### src/rtl/ball_bounce_resolver_pkg.sv
// Shared types for the ball/brick/paddle game datapath.
//   coord_t     : 11-bit screen coordinate
//   state_t     : bounce resolver control states
//   hit_flags_t : per-pixel / per-frame side and source flags
//   BALL_SIZE_DEF, EDGE_DEF : defaults shared with the ball motion block
package ball_bounce_resolver_pkg;

  typedef logic [10:0] coord_t;

  typedef enum logic [1:0] {
    COLLECT  = 2'd0,
    EVAL     = 2'd1,
    COOLDOWN = 2'd2
  } state_t;

  typedef struct packed {
    logic top;
    logic bot;
    logic left;
    logic right;
    logic src1;
    logic src2;
    logic pad;
  } hit_flags_t;

  localparam int BALL_SIZE_DEF = 16;
  localparam int EDGE_DEF      = 4;

endpackage

### src/rtl/ball_hit_classifier.sv
// Combinational per-pixel collision classifier.
// Inputs : dx, dy       - pixel offset inside the ball sprite (unsigned, wraps)
//          ball_req     - ball pixel active
//          req1, req2   - brick group pixels active
//          pad_req      - paddle pixel active
//          moving_down  - ball Y velocity positive
// Outputs: hit          - pixel is a valid collision inside the ball box
//          flags        - side/source flags for this pixel (all 0 when !hit)
module ball_hit_classifier
  import ball_bounce_resolver_pkg::*;
#(
  parameter int BALL_SIZE = BALL_SIZE_DEF,
  parameter int EDGE      = EDGE_DEF
) (
  input  coord_t     dx,
  input  coord_t     dy,
  input  logic       ball_req,
  input  logic       req1,
  input  logic       req2,
  input  logic       pad_req,
  input  logic       moving_down,
  output logic       hit,
  output hit_flags_t flags
);

  localparam coord_t SIZE = coord_t'(BALL_SIZE);
  localparam coord_t LO   = coord_t'(EDGE);
  localparam coord_t HI   = coord_t'(BALL_SIZE - EDGE);

  logic pad_ok;
  logic in_box;

  // A paddle pixel only matters while the ball is descending onto it.
  assign pad_ok = pad_req & moving_down;
  assign in_box = (dx < SIZE) && (dy < SIZE);
  assign hit    = ball_req & (req1 | req2 | pad_ok) & in_box;

  always_comb begin
    flags = '0;
    if (hit) begin
      flags.top   = (dy < LO);
      flags.bot   = (dy >= HI);
      flags.left  = (dx < LO);
      flags.right = (dx >= HI);
      flags.src1  = req1;
      flags.src2  = req2;
      flags.pad   = pad_ok;
    end
  end

endmodule

### src/rtl/ball_bounce_resolver.sv
// Frame-based bounce resolver.
// Collects collision pixels over a frame, then at the next startOfFrame
// issues one registered set of bounce pulses (2 clocks after startOfFrame),
// optionally followed by a cooldown of COOLDOWN_FRAMES whole frames.
// Inputs : clk, reset (sync, active-high), startOfFrame, pixelX/Y,
//          ballTopLeftX/Y, paddleTopLeftX, ballMovingDown, drawing requests
// Outputs: bounceX, bounceY, paddleZone, paddleHit, brickHit1, brickHit2
module ball_bounce_resolver
  import ball_bounce_resolver_pkg::*;
#(
  parameter int BALL_SIZE       = BALL_SIZE_DEF,
  parameter int EDGE            = EDGE_DEF,
  parameter int PADDLE_W_LOG2   = 6,
  parameter int COOLDOWN_FRAMES = 2
) (
  input  logic        clk,
  input  logic        reset,
  input  logic        startOfFrame,
  input  logic [10:0] pixelX,
  input  logic [10:0] pixelY,
  input  logic [10:0] ballTopLeftX,
  input  logic [10:0] ballTopLeftY,
  input  logic [10:0] paddleTopLeftX,
  input  logic        ballMovingDown,
  input  logic        drawing_request_Ball,
  input  logic        drawing_request_1,
  input  logic        drawing_request_2,
  input  logic        PaddleDrawingRequest,
  output logic        bounceX,
  output logic        bounceY,
  output logic [2:0]  paddleZone,
  output logic        paddleHit,
  output logic        brickHit1,
  output logic        brickHit2
);

  localparam int ZSHIFT = PADDLE_W_LOG2 - 3;
  localparam int CNT_W  = (COOLDOWN_FRAMES > 0) ? $clog2(COOLDOWN_FRAMES + 1) : 1;

  // Zone = offset into the paddle in eighths, clamped to 0..7.
  function automatic logic [2:0] sat_zone(input coord_t px, input coord_t padx);
    logic signed [11:0] diff;
    logic [11:0]        mag;
    logic [11:0]        sh;
    diff = $signed({1'b0, px}) - $signed({1'b0, padx});
    mag  = diff;
    sh   = mag >> ZSHIFT;
    if (diff < 0)        return 3'd0;
    else if (sh > 12'd7) return 3'd7;
    else                 return sh[2:0];
  endfunction

  coord_t     dx, dy;
  logic       pix_hit;
  hit_flags_t pix;
  logic [2:0] pix_zone;

  assign dx       = pixelX - ballTopLeftX;
  assign dy       = pixelY - ballTopLeftY;
  assign pix_zone = sat_zone(pixelX, paddleTopLeftX);

  ball_hit_classifier #(
    .BALL_SIZE(BALL_SIZE),
    .EDGE     (EDGE)
  ) u_cls (
    .dx         (dx),
    .dy         (dy),
    .ball_req   (drawing_request_Ball),
    .req1       (drawing_request_1),
    .req2       (drawing_request_2),
    .pad_req    (PaddleDrawingRequest),
    .moving_down(ballMovingDown),
    .hit        (pix_hit),
    .flags      (pix)
  );

  state_t             state, state_n;
  hit_flags_t         live_p0, live_n;
  logic               zvld_p0, zvld_n;
  logic [2:0]         zone_p0, zone_n;
  hit_flags_t         snap_p1, snap_n;
  logic [2:0]         zsnap_p1, zsnap_n;
  logic [CNT_W-1:0]   cnt, cnt_n;
  logic               bx_n, by_n, ph_n, b1_n, b2_n;
  logic [2:0]         pz_n;

  hit_flags_t acc;
  logic       acc_zvld;
  logic [2:0] acc_zone;
  logic       brick, yaxis, xaxis, no_axis;

  // Sticky accumulation of this cycle's pixel into the live frame flags;
  // only the first qualifying paddle pixel of the frame sets the zone.
  always_comb begin
    acc      = live_p0 | pix;
    acc_zvld = zvld_p0 | pix.pad;
    acc_zone = (pix.pad && !zvld_p0) ? pix_zone : zone_p0;
  end

  assign brick   = snap_p1.src1 | snap_p1.src2;
  assign yaxis   = snap_p1.top ^ snap_p1.bot;
  assign xaxis   = snap_p1.left ^ snap_p1.right;
  assign no_axis = brick & ~snap_p1.pad & ~yaxis & ~xaxis;

  always_comb begin
    state_n  = state;
    live_n   = live_p0;
    zvld_n   = zvld_p0;
    zone_n   = zone_p0;
    snap_n   = snap_p1;
    zsnap_n  = zsnap_p1;
    cnt_n    = cnt;
    bx_n     = 1'b0;
    by_n     = 1'b0;
    ph_n     = 1'b0;
    pz_n     = 3'd0;
    b1_n     = 1'b0;
    b2_n     = 1'b0;
    case (state)
      COLLECT: begin
        if (startOfFrame) begin
          // Close the frame; the pixel on this cycle opens the new one.
          snap_n  = live_p0;
          zsnap_n = zone_p0;
          live_n  = pix;
          zvld_n  = pix.pad;
          zone_n  = pix.pad ? pix_zone : 3'd0;
          state_n = EVAL;
        end else begin
          live_n = acc;
          zvld_n = acc_zvld;
          zone_n = acc_zone;
        end
      end
      EVAL: begin
        live_n = acc;
        zvld_n = acc_zvld;
        zone_n = acc_zone;
        by_n   = snap_p1.pad | (brick & yaxis) | no_axis;
        bx_n   = (brick & ~snap_p1.pad & xaxis) | no_axis;
        ph_n   = snap_p1.pad;
        pz_n   = snap_p1.pad ? zsnap_p1 : 3'd0;
        b1_n   = snap_p1.src1;
        b2_n   = snap_p1.src2;
        if ((COOLDOWN_FRAMES > 0) && (by_n || bx_n)) begin
          state_n = COOLDOWN;
          cnt_n   = CNT_W'(COOLDOWN_FRAMES);
        end else begin
          state_n = COLLECT;
        end
      end
      COOLDOWN: begin
        live_n = '0;
        zvld_n = 1'b0;
        zone_n = 3'd0;
        if (startOfFrame) begin
          cnt_n = cnt - CNT_W'(1);
          if (cnt == CNT_W'(1)) begin
            state_n = COLLECT;
            live_n  = pix;
            zvld_n  = pix.pad;
            zone_n  = pix.pad ? pix_zone : 3'd0;
          end
        end
      end
      default: state_n = COLLECT;
    endcase
  end

  // p0: live frame flags | p1: end-of-frame snapshot | outputs: bounce pulses
  always_ff @(posedge clk) begin
    if (reset) begin
      state      <= COLLECT;
      live_p0    <= '0;
      zvld_p0    <= 1'b0;
      zone_p0    <= 3'd0;
      snap_p1    <= '0;
      zsnap_p1   <= 3'd0;
      cnt        <= '0;
      bounceX    <= 1'b0;
      bounceY    <= 1'b0;
      paddleHit  <= 1'b0;
      paddleZone <= 3'd0;
      brickHit1  <= 1'b0;
      brickHit2  <= 1'b0;
    end else begin
      state      <= state_n;
      live_p0    <= live_n;
      zvld_p0    <= zvld_n;
      zone_p0    <= zone_n;
      snap_p1    <= snap_n;
      zsnap_p1   <= zsnap_n;
      cnt        <= cnt_n;
      bounceX    <= bx_n;
      bounceY    <= by_n;
      paddleHit  <= ph_n;
      paddleZone <= pz_n;
      brickHit1  <= b1_n;
      brickHit2  <= b2_n;
    end
  end

endmodule
### config.mk
export PLATFORM = sky130hd
export DESIGN_NAME = ball_bounce_resolver
export DESIGN_NICKNAME = d
export VERILOG_FILES = /design/src/rtl/ball_bounce_resolver_pkg.sv /design/src/rtl/ball_hit_classifier.sv /design/src/rtl/ball_bounce_resolver.sv
export SDC_FILE = /design/constraint.sdc
export NUM_CORES = 1
export LEC_CHECK = 0
export ABC_AREA = 1
export BUFFER_PORTS_ARGS = -buffer_cell sky130_fd_sc_hd__buf_2
export CAP_MARGIN = 15
export CORE_MARGIN = 8
export CORE_UTILIZATION = 50
export DETAILED_ROUTE_END_ITERATION = 7
export MAX_ROUTING_LAYER = met4
export PLACE_DENSITY = 0.79
export SLEW_MARGIN = 20
export SYNTH_ARGS = -nofsm -noshare
export SYNTH_HDL_FRONTEND = slang
export SYNTH_SLANG_ARGS = --single-unit
### constraint.sdc
create_clock -name clk -period 4.5 [get_ports clk]
set_input_delay 0.675 -clock clk [delete_from_list [all_inputs] [get_ports clk]]
set_output_delay 0.675 -clock clk [all_outputs]
set_load 0.02 [all_outputs]
Yosys cells after proc, flatten, opt, wreduce, memory -nomap -nowiden:

Index checks and enable logic that the tools add are counted.

* add/subtract/negate cells: 4
* reduce and logical (&&, ||, !) cells: 12
* bitwise gates (word level): 22
* magnitude comparators: 8
* mux-type cells: 25
* equal/unequal tests: 7

Operator list (count)
* 7-bit two-way mux: 4
* 11-bit by 4-bit greater-or-equal comparator with 1-bit output (second input constant): 2
* 11-bit by 3-bit < comparator with 1-bit output (second input constant): 2
* 11-bit by 5-bit < comparator with 1-bit output (second input constant): 2
* 11-bit subtractor: 2
* 3-bit two-way mux: 7
* 7-bit case mux with 3 select lines: 1
* 12-bit by 1-bit < comparator with 1-bit output (second input constant): 1
* 2-bit two-way mux: 6
* 11-bit by 11-bit subtractor with 12-bit output: 1
* 9-bit by 3-bit > comparator with 1-bit output (second input constant): 1
* 3-bit case mux with 3 select lines: 1
* 1-bit bitwise AND: 8
* 2-bit != test (second input constant): 4
* 1-bit bitwise OR: 7
* 7-bit bitwise OR: 1
* 2-bit case mux with 3 select lines: 1
* 3-bit AND reduction: 2
* 2-bit by 1-bit equality test with 1-bit output (second input constant): 2
* 1-bit inverter: 4
* 2-bit case mux with 2 select lines: 1
* 1-bit two-way mux: 3
* 1-bit case mux with 3 select lines: 1
* 3-bit nonzero test: 1
* other kinds (11): 13

* logic and storage cells: 103
* output and inout port bits: 8
* input bits: 63
* bits in registers: 33

Logic depth before layout (Yosys ltp):

Gate-level depths: netlist of the first run.

* depth after elaboration: 9
* depth in mapped cells: 21
* depth with buffers taken out: 21

By module:

A second synthesis of the first run with hierarchy kept.

* cell total of the unflattened synthesis: 475
* area, all modules: 3061.7 um^2

Modules (own cells, without submodules)
* ball_bounce_resolver: times used 1, area each 2924.1 um^2, seq. area each 660.6 um^2, cells an instance 445
* ball_hit_classifier: times used 1, area each 137.6 um^2, seq. area each 0.0 um^2, cells an instance 30

Worst setup path before layout of the first run:

No wires, ideal clock.

* path type: in2reg
* from: input pixelY[0]
* to: register zone_p0[0]
* arrival: 2624 ps
* stages: 21
* setup slack: 1809 ps
* data required time: 4433 ps
* setup time: 67 ps
* buffers on the path: 0
* cell sequence: inv_1 > ha_1 > inv_1 > fa_1 > nand2_1 > nand2_1 > nand3_1 > nand2_1 > nand2_1 > nand2_1 > nor2_2 > nand3_2 > nor2_4 > nand3_2 > nor2_2 > nand2_1 > nand2_1 > nand2_1 > nand2_1 > nand2_1 > a21oi_2

* longest elaborated chain between the ends: 9
* elaborated cells on any way between the ends: 12
* classes of those cells: 1 x add/sub; 1 x order compare; 7 x mux; 1 x bitwise; 2 x reduce/logical

Ends and longest elaborated chain
* start, declared: RTL line ball_bounce_resolver.sv:20 `input logic [10:0] pixelY,`
* 11-bit subtractor *: RTL line ball_bounce_resolver.sv:59 `assign dy = pixelY - ballTopLeftY;`
* 11-bit by 5-bit < comparator with 1-bit output *: RTL line ball_hit_classifier.sv:35 `assign in_box = (dx < SIZE) && (dy < SIZE);`
* 1-bit logical AND *: RTL line ball_hit_classifier.sv:35
* 1-bit bitwise AND *: RTL line ball_hit_classifier.sv:36 `assign hit = ball_req & (req1 | req2 | pad_ok) & in_box;`
* 7-bit two-way mux *: RTL line ball_hit_classifier.sv:40 `if (hit) begin`
* 3-bit two-way mux / 1-bit logical AND (equally long branches): RTL line ball_bounce_resolver.sv:127, ball_bounce_resolver.sv:162, ball_bounce_resolver.sv:97
* 3-bit two-way mux (on tied branches): RTL line ball_bounce_resolver.sv:158, ball_bounce_resolver.sv:97
* 3-bit two-way mux (on tied branches): RTL line ball_bounce_resolver.sv:156, ball_bounce_resolver.sv:121
* 3-bit case mux with 3 select lines *: RTL line ball_bounce_resolver.sv:119 `case (state)`
* end signal, assigned: RTL line ball_bounce_resolver.sv:190 `zone_p0 <= zone_n;`
* end, declared: RTL line ball_bounce_resolver.sv:80 `logic [2:0] zone_p0, zone_n;`

Every way passes the cells marked *; elsewhere a longest branch is shown, timed or not.
A chain may end at the register's enable or synchronous reset.

Worst setup path after layout of the first run:

* from: input pixelY[0]
* to: register zone_p0[1]

The elaborated chain is that of the path after synthesis.

==> impl_metrics.json, run 1 <==
{
  "outcome": "finished, final reports clean",
  "r2r-start": "state[1]",
  "synth_top_area_share_pct": 19.2,
  "cp-end-kind": "flop",
  "design_area_um2": 4060,
  "gp_congestion": 0.867,
  "hold_path.class": "flop to flop",
  "cp.arrival_ps": 2980,
  "syn-cell-area_um2": 3530,
  "cts_sinks": 33,
  "synth_seq_cells": 33,
  "r2r_end": "live_p0[3]",
  "path_clk_slew_ps": 70,
  "cp_common_cell": "nand2_1",
  "drc": 0,
  "start_util_pct": 51.9,
  "max_stage_delay_ps": 440,
  "slew_viol_final": 0,
  "synthArstFlopShare_pct": 0,
  "ir_drop_uv": 132,
  "layout_worst_path_cycle_share_pct": 62.8,
  "via_per_inst": 5.02,
  "port_buffers": 70,
  "hold_viol_final": 0,
  "synth_edf_count": 0,
  "cts_tree": "built",
  "synth_ff_type": "dfxtp_1",
  "gr-total-overflow": 0,
  "yosys_warnings": 0,
  "worstHoldStart": "zsnap_p1[1]",
  "required_ps": 4660,
  "yosysTopAreaCell": "nand2_1",
  "slowest_stage": "fa_1",
  "grt_pass1_vias": 3832,
  "die_h_um": 100,
  "leakagePower_nw": 2.34,
  "critPathMaxFanout": 5,
  "rsz0062_at_grt": "no",
  "fin_skew_ps": 7.43,
  "rows": 30,
  "final-setup-viol-count": 0,
  "cts_root_buf": "clkbuf_8",
  "grt_max_degree": 22,
  "powerDensity_nw_per_um2": 310,
  "core_area_um2": 6790,
  "dpl_cell_area_um2": 3970,
  "antenna_found_initial": 0,
  "relSlewSlack_pct": 59.8,
  "dieArea_um2": 10000,
  "ys_types": 28,
  "syn_area_per_cell_um2": 5.76,
  "cap_violations": 0,
  "crit_type": "input pin to flop",
  "wl_um": 8800,
  "area_delta_synth_final_pct": 15.0,
  "path_cells": "buf_2 > inv_1 > ha_1 > inv_1 > fa_1 > nand2_1 > nand2_1 > nand3_1 > nand2_1 > nand2_1 > nand2_1 > nor2_2 > nand3_2 > nor2_4 > nand3_2 > nor2_2 > nand2_1 > nand3_1 > nand2_1 > nand2_1 > a21oi_1",
  "fin_crit_ps": 2830,
  "fmax_mhz": 354,
  "start_kind": "input pin",
  "drt_iter0_drc": 258,
  "final.setup.tns_ps": 0,
  "drive_above_1_share_pct": 14.2,
  "antenna_cells": 0,
  "tightest_slew_ps": 602,
  "cts_resized": 0,
  "post_cts_buffers": 0,
  "antenna_left": 0,
  "numCtsBuffers": 5,
  "worstSkewPairLatency_ps": 290,
  "synth_nets": 712,
  "h-tree-depth": 2,
  "syn_inst": 612,
  "fp.dieW_um": 100,
  "dp_hpwl_um": 7360,
  "synth_area_leaders": "nand2_1 (19%), dfxtp_1 (19%), inv_1 (13%), ha_1 (12%), nand3_1 (6.7%)",
  "vias": 3912,
  "clock_path_buffers": 2,
  "synth-seq-area-share_pct": 18.7,
  "rrSetupSlack_ps": 2630,
  "wl_per_cell_um": 11.3,
  "firstDrtPassIters": 5,
  "worstHoldEndpoint": "paddleZone[1]",
  "fin_nets": 782,
  "ctsHoldBuffers": 0,
  "grt_pass1_wl_um": 15500,
  "hold_depth": 2,
  "io_pins": 71,
  "reg2regPathDepth": 8,
  "grt_usage_pct": 18.3
}
-- layout by cell type (no fill, tap or decap), types with 6 or more instances in the layout --
master and count:
nand2_1 180, inv_1 121, buf_2 70, nor2_1 55
nand3_1 47, a21oi_1 39, ha_1 35, dfxtp_1 33
o21ai_0 28, nand4_1 10, inv_2 7, o211ai_1 7
xnor2_1 6, xor2_1 6
-- layout make-up --
cell class                      count  area, um2
Clock buffer                        5       68.8
Inverter                          128        480
Clock inverter                      3       17.5
Sequential cell                    33        661
Multi-Input combinational cell    444       2360
Timing Repair Buffer               70        350
Tap cell                           96        120
Fill cell                         683       2740
-- state kept, by name (all words and copies together) (netlist names) --
name	cells
zvld_p0	1
zsnap_p1	3
live_p0	7
zone_p0	3
brickHit1	1
snap_p1	7
cnt	2
paddleZone	3
state	2
bounceX	1
brickHit2	1
paddleHit	1
bounceY	1
-- worst max path at each step --
stage | start | slack, ps | to | cells past startpoint
floorplan | pixelY[0] | 1810 | zone_p0[0] | 21
finish | pixelY[0] | 1670 | zone_p0[1] | 21
detailed placement | pixelY[0] | 1400 | zone_p0[0] | 22
CTS | pixelY[0] | 1700 | zone_p0[0] | 22
global placement | pixelY[0] | 1480 | zone_p0[0] | 22
global route | pixelY[0] | 1380 | zone_p0[1] | 22
-- kinds of logic after synthesis --
| kind of cell | after synthesis | share of synthesized area, % |
|---|---|---|
| AO/OA/AOI/OAI | 85 | 13.0 |
| flip-flops | 33 | 18.7 |
| AND/OR/NAND/NOR | 310 | 37.4 |
| XOR/XNOR | 12 | 2.98 |
| adder cells (fa/ha/maj) | 37 | 13.6 |
| buffers and inverters | 135 | 14.4 |
-- synth_stat cells, types with 2 or more instances --
cell type,count
inv_2,7
nand3b_1,3
o21ai_1,5
dfxtp_1,33
nand3_1,47
o21ai_0,28
nand3_2,4
nand2_1,180
a21oi_1,39
clkbuf_1,7
nand2_2,2
nor3_1,3
nand4_1,10
xor2_1,6
inv_1,121
fa_1,2
nor2_4,2
nor2_2,3
o211ai_1,7
a211oi_1,2
ha_1,35
xnor2_1,6
nor2_1,55
-- worst max-delay path: cells and delay by family --
kind	cells	cell delay, ps
buf+inv	3	200
fa+ha+maj	2	570
compound gates	1	60
simple gates	15	1460
-- routing by layer --
layer | up-vias | routed length (um) | track usage (%)
met5 | - | 0 | -
met4 | 0 | 92 | 4.30
met3 | 9 | 455 | 3.18
met2 | 126 | 4220 | 32.7
met1 | 1727 | 4030 | 20.7
li1 | 2050 | - | -
-- stage by stage --
step                total power [mW]  std cells  hold WS [ps]  utilization [%]  setup WS (ps)
floorplan                      0.887        612           416                -           1810
global placement                1.01        771           430             58.5           1480
detailed placement              1.04        771           437             58.5           1400
CTS                             1.26        779           448             59.7           1700
global route                    1.38        779           481             59.7           1380
finish                          1.26        779           447             59.7           1670
-- power by group --
group          internal (mW)  leakage (nW)  total (mW)  switching, mW
registers              0.355         0.269       0.389         0.0336
clock network          0.107        0.0439       0.217          0.110
logic                  0.231          2.03       0.651          0.420
total                  0.693          2.34        1.26          0.563
Power figures use the tool's default switching activity.
==> inputs of run 2 (changes only) <==
--- a/config.mk
+++ b/config.mk
@@ -12,7 +12,7 @@
 export CORE_UTILIZATION = 50
 export DETAILED_ROUTE_END_ITERATION = 7
 export MAX_ROUTING_LAYER = met4
-export PLACE_DENSITY = 0.79
+export PLACE_DENSITY = 0.82
 export SLEW_MARGIN = 20
 export SYNTH_ARGS = -nofsm -noshare
 export SYNTH_HDL_FRONTEND = slang
==> constraint.sdc (replaced) <==
create_clock -name clk -period 2.6 [get_ports clk]
set_input_delay 0.39 -clock clk [delete_from_list [all_inputs] [get_ports clk]]
set_output_delay 0.39 -clock clk [all_outputs]
set_load 0.02 [all_outputs]
==> impl_metrics.json, run 2 (same netlist as run 1, synthesis figures left out) <==
{
  "outcome": "finished, final reports clean",
  "path_clk_slew_ps": 70,
  "p_sw_uw": 997,
  "drt_iter0_drc": 176,
  "fp.dieW_um": 100,
  "clock_path_buffers": 2,
  "final.setup.tns_ps": 0,
  "antenna_found_initial": 0,
  "fin_nets": 790,
  "final-setup-viol-count": 0,
  "wl_per_cell_um": 11.4,
  "hold_path.class": "input pin to flop",
  "start_kind": "input pin",
  "drive_above_1_share_pct": 17.5,
  "die_h_um": 100,
  "h-tree-depth": 2,
  "fin_cells": 787,
  "fmax_mhz": 418,
  "core_area_um2": 6790,
  "start_util_pct": 51.9,
  "cp-end-kind": "flop",
  "cp-startpoint": "pixelX[0]",
  "seqCellArea_um2": 661,
  "fin_crit_ps": 2390,
  "firstDrtPassIters": 5,
  "antenna_cells": 0,
  "cts_root_buf": "clkbuf_8",
  "layout_worst_path_cycle_share_pct": 92.1,
  "place_inst": 778,
  "area_delta_synth_final_pct": 18.4,
  "vias": 3946,
  "gr-total-overflow": 0,
  "p_seq_share_pct": 30.4,
  "dp_hpwl_um": 7540,
  "p_int_mw": 1.22,
  "max_stage_delay_ps": 380,
  "cts_tree": "built",
  "relSlewSlack_pct": 58.2,
  "gp_congestion": 0.888,
  "grt_usage_pct": 18.5,
  "final_cell_mix": "nand2_1 (174), inv_1 (119), buf_2 (70), nor2_1 (54), nand3_1 (44)",
  "tightest_slew_ps": 626,
  "critPathMaxFanout": 5,
  "slowest_stage": "fa_2",
  "slew_viol_final": 0,
  "fill_cells": 682,
  "grt_max_degree": 22,
  "cp.arrival_ps": 2620,
  "p_sw_share_pct": 45.1,
  "cap_violations": 0,
  "leakagePower_nw": 2.38,
  "worstHoldEndpoint": "state[0]",
  "worstHoldStart": "reset",
  "drc": 0,
  "p_comb_share_pct": 52.6,
  "r2r_end": "live_p0[1]",
  "port_buffers": 70,
  "crit_type": "input pin to flop",
  "numCtsBuffers": 5,
  "path_cells": "buf_2 > inv_2 > ha_2 > inv_2 > fa_2 > buf_6 > nand2_2 > nand3_1 > nand2_1 > nand3_1 > nor2_1 > nand3_2 > nor2_4 > nand4_1 > nor2_1 > nor2_1 > nand2_1 > nand2_1 > a21oi_2",
  "fin_skew_ps": 2.87,
  "grt_pass1_wl_um": 15400,
  "r2r-start": "state[0]",
  "pre_cts_slack_ps": -148,
  "io_pins": 71,
  "grt_pass1_vias": 3759,
  "reg2regPathDepth": 8,
  "dieArea_um2": 10000,
  "largestRegisters": "live_p0 x7, snap_p1 x7",
  "layout_commonest_cell": "nand2_1",
  "via_per_inst": 5.01,
  "power_mw": 2.21,
  "multi_input_area_um2": 2420,
  "required_ps": 2820,
  "rows": 30,
  "clockPowerShare_pct": 17.0,
  "rrSetupSlack_ps": 620,
  "hold_viol_final": 0,
  "powerDensity_nw_per_um2": 530,
  "cts_sinks": 33,
  "worstSkewPairLatency_ps": 290,
  "setup_slack_ps": 206,
  "antenna_left": 0,
  "ir_drop_uv": 250,
  "hold_depth": 2,
  "wl_um": 9000
}
-- run 2: cell count changes in the layout (fill, tap and decap cells not counted), moves of 2 or more --
cell	before	now
nand3_2	4	6
fa_2	0	2
inv_2	7	9
buf_4	0	7
fa_1	2	0
inv_1	121	119
nand2_1	180	174
nand3_1	47	44
nand2_2	2	8
-- run 2: layout make-up --
type	count	share of cell area, %
clock buffer	5	1.65
clock inverter	3	0.419
inverter	128	11.5
multi-input combinational	444	57.8
sequential	33	15.8
tap	96	2.88
timing repair buffer	78	9.91
-- run 2: layer usage --
layer	track usage [%]	vias up	part of all wire (%)	routed length, um
met1	21.1	1755	47	4200
met4	4.19	0	0.76	68
li1	-	2075	-	-
met2	32.8	108	48	4290
met5	-	-	0	0
met3	3.04	8	5.0	447
-- run 2: power groups by stage --
| stage | sequential, mW | clock (mW) | combinational, mW |
|---|---|---|---|
| 6_report | 0.673 | 0.377 | 1.16 |
| 5_1_grt | 0.684 | 0.410 | 1.32 |
| 2_1_floorplan | 0.678 | 0 | 0.856 |
| 3_3_place_gp | 0.677 | 0 | 1.10 |
| 3_5_place_dp | 0.683 | 0 | 1.13 |
| 4_1_cts | 0.671 | 0.381 | 1.13 |
-- run 2: metrics by stage --
| step | util [%] | cell area (um2) | hold WS [ps] |
|---|---|---|---|
| after detailed placement | 59.2 | 4020 | 446 |
| after global placement | 59.2 | 4020 | 428 |
| after floorplan | - | 3530 | 416 |
| after global routing | 61.5 | 4180 | 362 |
| after CTS | 60.5 | 4110 | 358 |
| final | 61.5 | 4180 | 362 |
-- run 2: what timing repair did --
action | 4_1_cts | 5_1_grt
endpoints found under the setup margin | 0 | 8
gates resized for setup | 0 | 19
setup buffers | 0 | 1
hold buffers | 0 | 0
-- run 2: worst max path at each step --
stage                      end  slack, ps  cells after the start
finish              zone_p0[1]        210                     19
global route        zone_p0[0]         -9                     21
CTS                 zone_p0[1]        140                     21
detailed placement  zone_p0[1]       -150                     21
global placement    zone_p0[0]        -80                     22
floorplan           zone_p0[0]        190                     21
-- run 2: worst max-delay path: cells and delay by family --
family	cells	cell delay, ps
adders and majority gates	2	540
buffers and inverters	4	330
and+or+nand+nor	12	1240
AOI/OAI and AO/OA	1	100
